### src/rtl/avalon_st_packet_gen_if.sv
// Avalon-ST source/sink bundle: data, valid, sop, eop and empty from the source,
// with rdy returned by the sink (readyLatency 0).
interface avalon_st_if #(
    parameter int DATA_WIDTH  = 32,
    parameter int EMPTY_WIDTH = (DATA_WIDTH / 8 > 1) ? $clog2(DATA_WIDTH / 8) : 1
);
    logic [DATA_WIDTH-1:0]  data;
    logic                   valid;
    logic                   sop;
    logic                   eop;
    logic [EMPTY_WIDTH-1:0] empty;
    logic                   rdy;

    modport master (output data, valid, sop, eop, empty, input rdy);
    modport slave  (input data, valid, sop, eop, empty, output rdy);
endinterface

### src/rtl/avalon_st_packet_gen.sv
// Avalon-ST packet generator: emits ceil(len/bytes) beats of seed+k with sop/eop/empty.
// Define PKT_GEN_BUBBLE_EN to insert one idle cycle after every accepted non-eop beat.
module avalon_st_packet_gen #(
    parameter int DATA_WIDTH  = 32,
    parameter int EMPTY_WIDTH = (DATA_WIDTH / 8 > 1) ? $clog2(DATA_WIDTH / 8) : 1
) (
    input  logic                  clk,
    input  logic                  rst,
    input  logic                  start,
    input  logic [15:0]           pkt_len_bytes,
    input  logic [DATA_WIDTH-1:0] seed,
    avalon_st_if.master           gen_out,
    output logic                  busy,
    output logic                  pkt_done,
    output logic                  len_err,
    output logic                  start_ignored,
    output logic [15:0]           pkt_count
);
    localparam int BYTES = DATA_WIDTH / 8;

    if ((DATA_WIDTH % 8) != 0 || DATA_WIDTH < 8) begin : g_bad_width
        $error("DATA_WIDTH must be a non-zero multiple of 8");
    end

    typedef enum logic {IDLE, SENDING} state_t;

    state_t                 state_q, state_d;
    logic [DATA_WIDTH-1:0]  seed_q, seed_d;
    logic [15:0]            beat_idx_q, beat_idx_d;
    logic [15:0]            last_idx_q, last_idx_d;
    logic [EMPTY_WIDTH-1:0] empty_q, empty_d;
    logic                   valid_q, valid_d;
    logic                   pkt_done_q, pkt_done_d;
    logic                   len_err_q, len_err_d;
    logic                   start_ignored_q, start_ignored_d;
    logic [15:0]            pkt_count_q, pkt_count_d;

    logic [16:0] beats_calc;
    logic [15:0] len_rem;
    logic        last_beat;
    logic        xfer;

    // Last beat index and eop empty count are precomputed at start so the
    // beat path only needs an equality compare.
    always_comb begin
        beats_calc = (17'(pkt_len_bytes) + 17'(BYTES - 1)) / 17'(BYTES);
        len_rem    = pkt_len_bytes % 16'(BYTES);
        last_beat  = (beat_idx_q == last_idx_q);
        xfer       = valid_q & gen_out.rdy;
    end

    always_comb begin
        state_d         = state_q;
        seed_d          = seed_q;
        beat_idx_d      = beat_idx_q;
        last_idx_d      = last_idx_q;
        empty_d         = empty_q;
        valid_d         = valid_q;
        pkt_done_d      = 1'b0;
        len_err_d       = 1'b0;
        start_ignored_d = 1'b0;
        pkt_count_d     = pkt_count_q;

        case (state_q)
            IDLE: begin
                valid_d = 1'b0;
                if (start) begin
                    if (pkt_len_bytes == 16'd0) begin
                        len_err_d = 1'b1;
                    end else begin
                        state_d    = SENDING;
                        seed_d     = seed;
                        beat_idx_d = 16'd0;
                        last_idx_d = 16'(beats_calc - 17'd1);
                        empty_d    = (len_rem == 16'd0) ? '0
                                                        : EMPTY_WIDTH'(16'(BYTES) - len_rem);
                        valid_d    = 1'b1;
                    end
                end
            end
            SENDING: begin
                // Any start here, including one coincident with the eop beat, is dropped.
                start_ignored_d = start;
                if (xfer) begin
                    if (last_beat) begin
                        state_d     = IDLE;
                        valid_d     = 1'b0;
                        pkt_done_d  = 1'b1;
                        pkt_count_d = pkt_count_q + 16'd1;
                    end else begin
                        beat_idx_d = beat_idx_q + 16'd1;
`ifdef PKT_GEN_BUBBLE_EN
                        valid_d    = 1'b0;
`else
                        valid_d    = 1'b1;
`endif
                    end
                end else begin
                    valid_d = 1'b1;
                end
            end
            default: state_d = IDLE;
        endcase
    end

    always_ff @(posedge clk) begin
        if (rst) begin
            state_q         <= IDLE;
            seed_q          <= '0;
            beat_idx_q      <= '0;
            last_idx_q      <= '0;
            empty_q         <= '0;
            valid_q         <= 1'b0;
            pkt_done_q      <= 1'b0;
            len_err_q       <= 1'b0;
            start_ignored_q <= 1'b0;
            pkt_count_q     <= '0;
        end else begin
            state_q         <= state_d;
            seed_q          <= seed_d;
            beat_idx_q      <= beat_idx_d;
            last_idx_q      <= last_idx_d;
            empty_q         <= empty_d;
            valid_q         <= valid_d;
            pkt_done_q      <= pkt_done_d;
            len_err_q       <= len_err_d;
            start_ignored_q <= start_ignored_d;
            pkt_count_q     <= pkt_count_d;
        end
    end

    // Payload fields are forced to zero whenever no beat is presented.
    assign gen_out.valid = valid_q;
    assign gen_out.data  = valid_q ? (seed_q + DATA_WIDTH'(beat_idx_q)) : '0;
    assign gen_out.sop   = valid_q & (beat_idx_q == 16'd0);
    assign gen_out.eop   = valid_q & last_beat;
    assign gen_out.empty = (valid_q & last_beat) ? empty_q : '0;

    assign busy          = (state_q == SENDING);
    assign pkt_done      = pkt_done_q;
    assign len_err       = len_err_q;
    assign start_ignored = start_ignored_q;
    assign pkt_count     = pkt_count_q;
endmodule

### src/flat_wrapper.sv
// flat-port wrapper written by rule: the top's interface ports become plain ports
module avalon_st_packet_gen_flat 
#(
    parameter int DATA_WIDTH  = 32,
    parameter int EMPTY_WIDTH = (DATA_WIDTH / 8 > 1) ? $clog2(DATA_WIDTH / 8) : 1
)
  (clk, rst, start, pkt_len_bytes, seed, busy, pkt_done, len_err, start_ignored, pkt_count, gen_out_data, gen_out_valid, gen_out_sop, gen_out_eop, gen_out_empty, gen_out_rdy);
  avalon_st_if #(.DATA_WIDTH(DATA_WIDTH), .EMPTY_WIDTH(EMPTY_WIDTH)) gen_out_i ();
  input  logic clk;
  input  logic rst;
  input  logic start;
  input  logic [15:0] pkt_len_bytes;
  input  logic [DATA_WIDTH-1:0] seed;
  output logic busy;
  output logic pkt_done;
  output logic len_err;
  output logic start_ignored;
  output logic [15:0] pkt_count;
  output wire logic [$bits(gen_out_i.data)-1:0] gen_out_data;
  output wire logic [$bits(gen_out_i.valid)-1:0] gen_out_valid;
  output wire logic [$bits(gen_out_i.sop)-1:0] gen_out_sop;
  output wire logic [$bits(gen_out_i.eop)-1:0] gen_out_eop;
  output wire logic [$bits(gen_out_i.empty)-1:0] gen_out_empty;
  input wire logic [$bits(gen_out_i.rdy)-1:0] gen_out_rdy;
  assign gen_out_data = gen_out_i.data;
  assign gen_out_valid = gen_out_i.valid;
  assign gen_out_sop = gen_out_i.sop;
  assign gen_out_eop = gen_out_i.eop;
  assign gen_out_empty = gen_out_i.empty;
  assign gen_out_i.rdy = gen_out_rdy;
  avalon_st_packet_gen #(.DATA_WIDTH(DATA_WIDTH), .EMPTY_WIDTH(EMPTY_WIDTH)) u_core (.clk(clk), .rst(rst), .start(start), .pkt_len_bytes(pkt_len_bytes), .seed(seed), .gen_out(gen_out_i), .busy(busy), .pkt_done(pkt_done), .len_err(len_err), .start_ignored(start_ignored), .pkt_count(pkt_count));
endmodule
### config.mk
export PLATFORM = sky130hd
export DESIGN_NAME = avalon_st_packet_gen_flat
export DESIGN_NICKNAME = d
export VERILOG_FILES = /design/src/rtl/avalon_st_packet_gen_if.sv /design/src/rtl/avalon_st_packet_gen.sv /design/src/flat_wrapper.sv
export SDC_FILE = /design/constraint.sdc
export NUM_CORES = 1
export LEC_CHECK = 0
export BUFFER_PORTS_ARGS = -buffer_cell sky130_fd_sc_hd__buf_4
export CAP_MARGIN = 30
export CORE_ASPECT_RATIO = 0.5
export CORE_UTILIZATION = 30
export CTS_CLUSTER_DIAMETER = 200
export CTS_CLUSTER_SIZE = 10
export DETAILED_ROUTE_END_ITERATION = 8
export GPL_TIMING_DRIVEN = 0
export SYNTH_ARGS = -nofsm -noshare
export SYNTH_HDL_FRONTEND = slang
export SYNTH_SLANG_ARGS = --single-unit
### constraint.sdc
create_clock -name clk -period 3.5 [get_ports clk]
set_clock_uncertainty 0.15 [all_clocks]
set_input_delay 0.175 -clock clk [delete_from_list [all_inputs] [get_ports clk]]
set_output_delay 0.175 -clock clk [all_outputs]
set_load 0.02 [all_outputs]
== Word level (Yosys, flattened, before mapping) ==
Index checks and enable logic that the tools add are counted.
W data, S select, Z words.
Storage, ports and cells
  bits in registers: 86
  latch bits: 0
  bits in writable memories: 0
  ROM bits: 0
  output and inout port bits: 57
  logic and storage cells: 51
  memories kept: 0
Cells by class
  add/sub/neg operators: 6
  multipliers: 0
  divide/modulo/power cells: 0
  $lt $le $gt $ge: 0
  equal/unequal tests: 5
  shifts and indexed selects: 0
  muxes and demuxes: 15
  bitwise gates (word level): 7
  reduce and logical (&&, ||, !) cells: 9
Operator list (count)
  $mux W16: 4
  $logic_not A16 Y1: 3
  $add A16 B1 Y16 const B: 2
  $add A32 B16 Y32: 1
  $mux W32: 1
  $pmux W16 S2: 1
  $add A16 B2 Y17 const B: 1
  $eq A16 B16 Y1: 1
  $sub A15 B1 Y16 const B: 1
  $ne A2 B2 Y1 const B: 4
  $mux W1: 6
  $reduce_and A3 Y1: 2
  $reduce_or A3 Y1: 2
  $mux W2: 2
  $not A1 Y1: 4
  $reduce_and A4 Y1: 1
  $and A1 B1 Y1: 3
  $pmux W1 S2: 1
  $reduce_or A2 Y1: 1
  $sub A1 B2 Y2 const A: 1

== Longest topological paths before layout ==
  depth after elaboration: 4
  depth in mapped cells: 11
  gate-level depth less buffers: 11

== Worst setup path before layout ==
Ideal clock, no wire load.
  path kind: flip-flop to output port
  start point: register u_core.beat_idx_q[0]
  end point: output port gen_out_data[24]
  arrival time: 2.372 ns
  required time: 3.175 ns
  path slack: 0.803 ns
  cell stages (with the launch flop): 11
  path through: dfxtp_1 -> ha_1 -> inv_1 -> fa_1 -> nor2b_1 -> o21a_1 -> o31a_1 -> o21ai_1 -> o21ai_1 -> a41oi_1 -> mux2i_1
Between the ends
  word-level cells in the longest chain between the ends: 2
Ends and longest elaborated chain
  from (decl): RTL line avalon_st_packet_gen.sv:29  | logic [15:0] beat_idx_q, beat_idx_d;
  from (signal assigned): RTL line avalon_st_packet_gen.sv:121  | beat_idx_q <= beat_idx_d;
  $add A32 B16 Y32: RTL line avalon_st_packet_gen.sv:134  | assign gen_out.data = valid_q ? (seed_q + DATA_WIDTH'(beat_idx_q)) : '0;
  $mux W32: RTL line avalon_st_packet_gen.sv:134
  to (decl): RTL line flat_wrapper.sv:19  | output wire logic [$bits(gen_out_i.data)-1:0] gen_out_data;
Every way passes these cells.

== Final worst setup path ==
  start point: register u_core.beat_idx_q[0]
  end point: output port gen_out_data[12]
Same word-level chain as after synthesis.

==> impl_metrics.ini <==
[run_status]
run_status = completed

[power]
p_total_mw = 2.58
irDropWorstVdd_mv = 0.239
powerDensity_nw_per_um2 = 343
p_leak_nw = 2.99

[logic_synthesis]
yosys_warnings = 0
syn_area_um2 = 5760
synth_flop_cell = dfxtp_1
ys_ff_latch = 86
ys_seq_area_frac = 0.299
syn_nets = 822
synth_edf_count = 0
synthCells = 748
yosys.cell_types.count = 63
avgSynthCellArea_um2 = 7.70
async_flop_share = 0

[floorplanning]
fp.dieW_um = 198
core_um2 = 18600
die_h_um = 100
rows = 35
initial_core_util = 0.309
io_pins = 109
floorplan.die_area_um2 = 19800

[placed_design]
gp_congestion = 0.894
port_buffers = 100
place_hpwl_mm = 13.8

[global_route]
antenna_found_initial = 0
overflow = 0
grt_max_degree = 17
grt_pass1_vias = 5615
grt_usage = 0.181
grt_pass1_wl_mm = 28.6

[critical_path]
r2r_start = u_core.beat_idx_q[3]$_SDFFE_PP0P_
r2r_cells = 9
worstPathCellList = ha_1 > inv_1 > fa_1 > nor2b_1 > o21a_1 > o31a_1 > o21ai_1 > o21ai_2 > a31oi_1 > mux2i_1 > buf_4
start_kind = register
worstPathArrival_ns = 3.12
startpoint = u_core.beat_idx_q[0]$_SDFFE_PP0P_
cp.required_ns = 3.17
crit_slowest_cell = dfxtp_1
crit_fanout = 7
crit_path_end_kind = primary output
slowest_delay_ns = 0.46
criticalPathCategory = register to primary output
rrSetupSlack_ns = 0.48
worst_r2r_endpoint = u_core.beat_idx_q[14]$_SDFFE_PP0P_

[clock_network]
clk_latency_ns = 0.34
post_cts_buffers = 0
cts-root-buf = clkbuf_16
clkSlewWorstSetupHoldPaths_ns = 0.06
cts_tree = built
cts-htree-levels = 3
cts_buffer_depth = 2
cts_sinks = 86
cts_buffers = 9

[timing]
setup_viol = 0
tightest_slew_ns = 0.730
timing.final.crit_share = 0.985
rsz0062_at_grt = true
maxSlewHeadroom = 0.509
hold_viol = 0
finalCriticalPeriod_ns = 3.45
max_freq_mhz = 290
slew_violations = 0

[detailed_routing]
drt_iter0_drc = 269
via_per_inst = 5.05
totalWireLength_mm = 17.8
postRouteAntennaNets = 0
post_drt_wl_per_cell_um = 15.4
drt_pass1_iterations = 5
routed-via-count = 5842
drc_errors = 0

[cells_and_area]
final_util = 0.403
syn_to_final_growth_pct = 30.3
diodes = 0
final_nets = 966
drive_gt1_frac = 0.149

[worst_hold_path]
min_path_cells = 3
hp-start = rst
min_to = u_core.last_idx_q[11]$_SDFFE_PP0P_
hold_class = primary input to register

[run]
cap_violations = 0
kinds of logic (layout without fill, tap and decap cells):
| kind of cell | after synthesis | after routing | share of synthesized area |
|---|---|---|---|
| flops | 86 | 86 | 0.299 |
| compound gates | 144 | 144 | 0.157 |
| simple gates | 353 | 353 | 0.320 |
| mux | 15 | 15 | 0.0261 |
| xor+xnor | 73 | 73 | 0.111 |
| buf+inv | 55 | 204 | 0.0382 |
| fa+ha+maj | 22 | 22 | 0.0491 |
how the worst max path moves through the flow:
stage	endpoint	depth (start not counted)
final	gen_out_data[12]	11
after floorplan	gen_out_data[24]	10
after CTS	gen_out_data[30]	11
after global routing	gen_out_data[26]	11
after detailed placement	gen_out_data[12]	11
after global placement	gen_out_data[12]	11
where the power goes:
group          internal, mW  switching, mW  leakage, nW
Clock                 0.658          0.435        0.166
Sequential             1.02         0.0380        0.701
Combinational         0.186          0.241         2.12
Total                  1.86          0.714         2.99
per-layer routing:
layer	up-vias	wire length (um)	GRT usage
met2	132	7940	0.290
met3	33	862	0.0336
li1	2931	-	-
met4	0	410	0.0608
met5	-	0	0
met1	2746	8570	0.245
cells in the final DEF (no fill, tap or decap), types with 13 or more instances in the layout:
cell type      count
mux2i_1           15
o21ai_1           14
inv_1             15
clkbuf_1          32
dlygate4sd3_1     33
nand2b_1          15
nand3_1           23
ha_1              21
nand4_1           28
nand2_1          117
and3_1            17
nor2_1            58
xnor2_1           43
buf_4            102
and2_1            15
a21oi_1           65
dfxtp_1           86
nor3_1            13
xor2_1            30
worst max-delay path: cells and delay by family (launching register included):
| family | cells | cell delay (ns) |
|---|---|---|
| simple gates | 1 | 0.20 |
| buf+inv | 2 | 0.26 |
| flops | 1 | 0.46 |
| fa+ha+maj | 2 | 0.64 |
| mux | 1 | 0.27 |
| compound gates | 5 | 0.95 |
per-stage QoR:
stage / setup slack, ns / area (um2) / hold WS, ns / TNS [ns] / std cells
final: 0.0534 / 7500 / 0.00174 / 0 / 1156
after global routing: -0.0162 / 7500 / 0.0470 / -0.0322 / 1156
after CTS: 0.0884 / 7500 / 0.00307 / 0 / 1156
after detailed placement: 0.323 / 6830 / 0.282 / 0 / 1107
after global placement: 0.322 / 6830 / 0.278 / 0 / 1107
after floorplan: 0.803 / 5760 / 0.161 / 0 / 748
synth_stat cells, drive strengths merged (2+ instances only):
| cell type | count | area, um2 |
|---|---|---|
| nand2 | 117 | 439 |
| dfxtp | 86 | 1720 |
| a21oi | 65 | 325 |
| nor2 | 58 | 218 |
| xnor2 | 43 | 377 |
| clkbuf | 32 | 120 |
| xor2 | 30 | 263 |
| nand4 | 28 | 175 |
| nand3 | 24 | 125 |
| o21ai | 22 | 110 |
| ha | 21 | 263 |
| and3 | 17 | 106 |
| and2 | 15 | 93.8 |
| inv | 15 | 56.3 |
| mux2i | 15 | 150 |
| nand2b | 15 | 93.8 |
| nor3 | 14 | 75.1 |
| nor2b | 10 | 62.6 |
| nor3b | 10 | 75.1 |
| a21o | 9 | 67.6 |
| or3 | 9 | 61.3 |
| buf | 8 | 43.8 |
| nor4 | 8 | 77.6 |
| a31oi | 7 | 43.8 |
| nand3b | 7 | 52.6 |
| o21a | 7 | 52.6 |
| and4 | 6 | 52.6 |
| nor4b | 6 | 52.6 |
| a211oi | 4 | 30.0 |
| and3b | 4 | 35.0 |
| a21boi | 3 | 22.5 |
| a41oi | 3 | 26.3 |
| o211ai | 3 | 22.5 |
| o31a | 3 | 26.3 |
| a2111oi | 2 | 17.5 |
| a22o | 2 | 17.5 |
| a311oi | 2 | 17.5 |
| a32oi | 2 | 36.3 |
| nand4b | 2 | 17.5 |
what timing repair did:
action	4_1_cts	5_1_grt
hold endpoints to repair	33	0
setup endpoints to repair	5	3
resized for setup	1	0
hold buffers	33	0
final cells by class:
| class | count | area [um2] |
|---|---|---|
| plain buffers | 40 | 164 |
| fillers | 1933 | 11100 |
| inverters | 15 | 56.3 |
| clock buffers | 10 | 239 |
| repair buffers | 133 | 1080 |
| clock inverters | 6 | 97.6 |
| flip-flops and latches | 86 | 1720 |
| multi-input cells | 607 | 3820 |
| well taps | 259 | 324 |
flip-flops by register name, summed over array words and instances (netlist names):
name and flops:
u_core.pkt_done 1, u_core.seed_q 32, u_core.gen_out.valid 1, u_core.len_err 1
u_core.last_idx_q 16, u_core.pkt_count 16, u_core.empty_q 2, u_core.start_ignored 1
u_core.beat_idx_q 16
Note: power is estimated with default switching activity, not from simulation.
